## src/rtl/addsub_serial_param.sv

```systemverilog
// Digit-serial adder/subtractor: latches two WIDTH-bit operands, processes DIGIT bits per
// cycle LSB-first, and reports the result with carry/borrow and signed overflow on done.
module addsub_serial_param #(
  parameter int unsigned WIDTH = 8,
  parameter int unsigned DIGIT = 1
) (
  input  logic             clk,
  input  logic             rst_n,
  input  logic             en,
  input  logic             sub,
  input  logic [WIDTH-1:0] a,
  input  logic [WIDTH-1:0] b,
  output logic [WIDTH-1:0] out,
  output logic             cout,
  output logic             ovf,
  output logic             busy,
  output logic             done
);

  localparam int unsigned NSTEPS = WIDTH / DIGIT;
  localparam int unsigned CW     = (NSTEPS > 1) ? $clog2(NSTEPS) : 1;

  typedef enum logic [1:0] {
    IDLE = 2'd0,
    ADD  = 2'd1,
    DONE = 2'd2
  } state_t;

  state_t           state_q, state_d;
  logic [WIDTH-1:0] a_q, a_d;
  logic [WIDTH-1:0] b_q, b_d;
  logic             carry_q, carry_d;
  logic [CW-1:0]    count_q, count_d;
  logic [WIDTH-1:0] out_q, out_d;
  logic             cout_q, cout_d;
  logic             ovf_q, ovf_d;
  logic [DIGIT:0]   sum;

  always_comb begin
    state_d = state_q;
    a_d     = a_q;
    b_d     = b_q;
    carry_d = carry_q;
    count_d = count_q;
    out_d   = out_q;
    cout_d  = cout_q;
    ovf_d   = ovf_q;
    sum     = {1'b0, a_q[DIGIT-1:0]} + {1'b0, b_q[DIGIT-1:0]} + {{DIGIT{1'b0}}, carry_q};

    case (state_q)
      IDLE, DONE: begin
        if (en) begin
          // subtraction is a + ~b + 1: invert b once and seed the carry with 1
          a_d     = a;
          b_d     = sub ? ~b : b;
          carry_d = sub;
          count_d = '0;
          out_d   = '0;
          cout_d  = 1'b0;
          ovf_d   = 1'b0;
          state_d = ADD;
        end
      end
      ADD: begin
        // shifting through a WIDTH+DIGIT concatenation keeps DIGIT == WIDTH legal
        out_d   = WIDTH'({sum[DIGIT-1:0], out_q} >> DIGIT);
        a_d     = a_q >> DIGIT;
        b_d     = b_q >> DIGIT;
        carry_d = sum[DIGIT];
        count_d = count_q + CW'(1);
        if (count_q == CW'(NSTEPS - 1)) begin
          cout_d  = sum[DIGIT];
          ovf_d   = (a_q[DIGIT-1] == b_q[DIGIT-1]) && (sum[DIGIT-1] != a_q[DIGIT-1]);
          state_d = DONE;
        end
      end
      default: state_d = IDLE;
    endcase
  end

  always_ff @(posedge clk) begin
    if (!rst_n) begin
      state_q <= IDLE;
      a_q     <= '0;
      b_q     <= '0;
      carry_q <= 1'b0;
      count_q <= '0;
      out_q   <= '0;
      cout_q  <= 1'b0;
      ovf_q   <= 1'b0;
    end else begin
      state_q <= state_d;
      a_q     <= a_d;
      b_q     <= b_d;
      carry_q <= carry_d;
      count_q <= count_d;
      out_q   <= out_d;
      cout_q  <= cout_d;
      ovf_q   <= ovf_d;
    end
  end

  assign out  = out_q;
  assign cout = cout_q;
  assign ovf  = ovf_q;
  assign busy = (state_q == ADD);
  assign done = (state_q == DONE);

endmodule

```

## config.mk

```make
export PLATFORM = sky130hd
export DESIGN_NAME = addsub_serial_param
export DESIGN_NICKNAME = d
export VERILOG_FILES = /design/src/rtl/addsub_serial_param.sv
export SDC_FILE = /design/constraint.sdc
export NUM_CORES = 1
export LEC_CHECK = 0
export ABC_AREA = 0
export CAP_MARGIN = 20
export CORE_AREA = 4 4 60 62
export DETAILED_ROUTE_END_ITERATION = 8
export DIE_AREA = 0 0 64 66
export GPL_TIMING_DRIVEN = 1
export PLACE_DENSITY = 0.86
export SYNTH_ARGS = -nofsm -noshare
export SYNTH_HDL_FRONTEND = slang
export SYNTH_SLANG_ARGS = --single-unit
```

## constraint.sdc

```tcl
create_clock -name clk -period 1.62 [get_ports clk]
set_clock_uncertainty 0.1 [all_clocks]
set_input_delay 0.405 -clock clk [delete_from_list [all_inputs] [get_ports clk]]
set_output_delay 0.405 -clock clk [all_outputs]
set_load 0.005 [all_outputs]
```

==> flow_metrics.env <==
export IMPL_die_h_um=66
export IMPL_grt_pass1_vias=1382
export IMPL_cp_required_ns=1.11
export IMPL_synth_yosys_seq_area_share_pct=43.6
export IMPL_max_freq_ghz=0.644
export IMPL_clkLatencyLatePin_ns=0.34
export IMPL_clock_root_buffer="clkbuf_4"
export IMPL_layout_commonest_cell="nand3_1"
export IMPL_syn_area_um2=1470
export IMPL_hpwl_mm=2.33
export IMPL_hold_path_class="register to register"
export IMPL_slowest_stage="dfxtp_4"
export IMPL_num_vias=1320
export IMPL_grt_overflow_total=0
export IMPL_cts_clk_slew_worst_paths_ns=0.10
export IMPL_dp_cells=234
export IMPL_cts_inserted_buffers=5
export IMPL_first_pass_iters=4
export IMPL_grt_usage_pct=17.8
export IMPL_finalCriticalPeriod_ns=1.55
export IMPL_stdcell_count=247
export IMPL_syn_avg_cell_area_um2=9.00
export IMPL_io_pins=32
export IMPL_hold_violations=0
export IMPL_mostFrequentLayoutCells="nand3_1, dfxtp_1, a21boi_1, clkdlybuf4s50_1"
export IMPL_ys_seq_elements=32
export IMPL_netlist_area_leader_share_pct=43.6
export IMPL_grt_max_degree=32
export IMPL_die_w_um=64
export IMPL_synth_area_leaders="dfxtp_1, a21boi_1, nand3_1"
export IMPL_fin_ws_ns=0.0680
export IMPL_synthCells=163
export IMPL_drt_iter0_drc=121
export IMPL_die_area_um2=4220
export IMPL_wl_per_cell_um=13.8
export IMPL_cap_violations=0
export IMPL_ant_nets=0
export IMPL_tightest_slew_ns=0.307
export IMPL_multi_input_comb_area_um2=756
export IMPL_critPathArrivalTime_ns=1.05
export IMPL_critPathLaunchType="register"
export IMPL_finalSetupViolations=0
export IMPL_cpPeakStageDelay_ns=0.38
export IMPL_rows=20
export IMPL_regArea_um2=657
export IMPL_grt_pass1_wl_mm=5.87
export IMPL_end_kind="primary output"
export IMPL_antenna_found_initial=0
export IMPL_hold_buffers=0
export IMPL_drive_gt1_share_pct=20.2
export IMPL_core_area_um2=3030
export IMPL_gp_congestion=0.762
export IMPL_p_leak_nw=0.803
export IMPL_place_ws_ns=-0.132
export IMPL_yosys_warnings=0
export IMPL_cts_buffer_depth=2
export IMPL_htree_levels=2
export IMPL_final_util_pct=66.0
export IMPL_path_cells="nor2b_4 > dlygate4sd2_1"
export IMPL_antenna_cells=0
export IMPL_nNetsFinal=225
export IMPL_power_density_nw_per_um2=903
export IMPL_syn_nets=186
export IMPL_start_util_pct=48.5
export IMPL_power_mw=1.80
export IMPL_finalCritPeriodShare_pct=95.8
export IMPL_slew_headroom_pct=79.5
export IMPL_slew_viol_final=0
export IMPL_status="completed"
export IMPL_rsz0062_at_grt="no"
export IMPL_clock_sinks=32
export IMPL_portBuffers=31
export IMPL_vdd_drop_max_uv=707
export IMPL_nFillCells=246
export IMPL_ys_types=28
export IMPL_yosysTopAreaCell="dfxtp_1"
export IMPL_path_max_fanout=5
export IMPL_cts_tree="done"
export IMPL_area_delta_synth_final_pct=36.1
export IMPL_critPathKind="register to primary output"
export IMPL_viasPerCell=5.34
export IMPL_drt_total_wl_mm=3.41
export IMPL_drc=0
[through the flow]
| stage | setup TNS (ns) | area, um^2 | hold slack (ns) |
|---|---|---|---|
| final | 0 | 2000 | 0.369 |
| after global routing | 0 | 2000 | 0.389 |
| after CTS | 0 | 1990 | 0.371 |
| after detailed placement | -1.78 | 1850 | 0.363 |
| after global placement | -0.249 | 1850 | 0.350 |
| after floorplan | 0 | 1470 | 0.343 |
[worst max-delay path: cells and delay by family, from the launching register on]
family | cells | cell delay, ns
buf+inv | 1 | 0.23
simple gates | 1 | 0.11
flops | 1 | 0.38
[what timing repair did]
| action | in CTS | in global routing |
|---|---|---|
| resized for setup | 27 | 4 |
| gates cloned | 0 | 0 |
| setup endpoints to repair | 13 | 3 |
| hold endpoints to repair | 0 | 0 |
| buffers inserted | 5 | 0 |
[synthesized netlist by cell type, drive strengths merged]
cell / n
dfxtp: 32
nor3: 1
and3: 1
or2: 1
o21ai: 1
o21a: 1
fa: 1
xor2: 8
a221oi: 1
and2: 1
nor2: 2
a21boi: 26
nand2b: 4
nand3b: 1
a22oi: 14
nand3: 29
nor2b: 2
inv: 5
buf: 11
clkbuf: 3
ha: 2
nand2: 12
a2bb2oi: 1
a21oi: 3
[kinds of logic after synthesis]
| family | share of synthesized area [%] |
|---|---|
| DFF | 43.6 |
| and+or+nand+nor | 18.2 |
| buffers and inverters | 6.39 |
| AOI/OAI and AO/OA | 24.0 |
| xor gates and xnor gates | 4.77 |
| adders and majority gates | 3.07 |
[cell type report]
cell class | instances | area share [%]
multi-input combinational | 112 | 37.8
tap | 44 | 2.76
sequential | 32 | 32.9
timing repair buffer | 46 | 20.9
inverter | 5 | 0.939
clock inverter | 1 | 1.50
clock buffer | 7 | 3.26
[sequential cells by signal (all words and copies together), names as in the netlist]
register,count
a_q,8
b_q,8
out,8
count_q,3
state_q,2
carry_q,1
cout,1
ovf,1
[where the power goes]
| group | internal (mW) | switching [mW] |
|---|---|---|
| Sequential | 0.825 | 0.0231 |
| Combinational | 0.136 | 0.138 |
| Clock | 0.410 | 0.272 |
[final timing paths]
check | from | cells after the start | to | slack [ns]
worst max-delay path | state_q[0] | 2 | done | 0.07
worst min-delay path | out[2] | 2 | out[1] | 0.37
worst max register to register | a_q[0] | 5 | ovf | 0.09
worst min register to register | out[2] | 2 | out[1] | 0.37
[routing by layer]
metal  share of wire, %  up-vias  GRT usage [%]
met4                2.7        0           9.16
li1                   -      648              -
met2                 51       32           32.0
met3                4.2       10           4.59
met1                 42      630           19.2
met5                  0        -              0
Note: power is estimated with default switching activity, not from simulation.
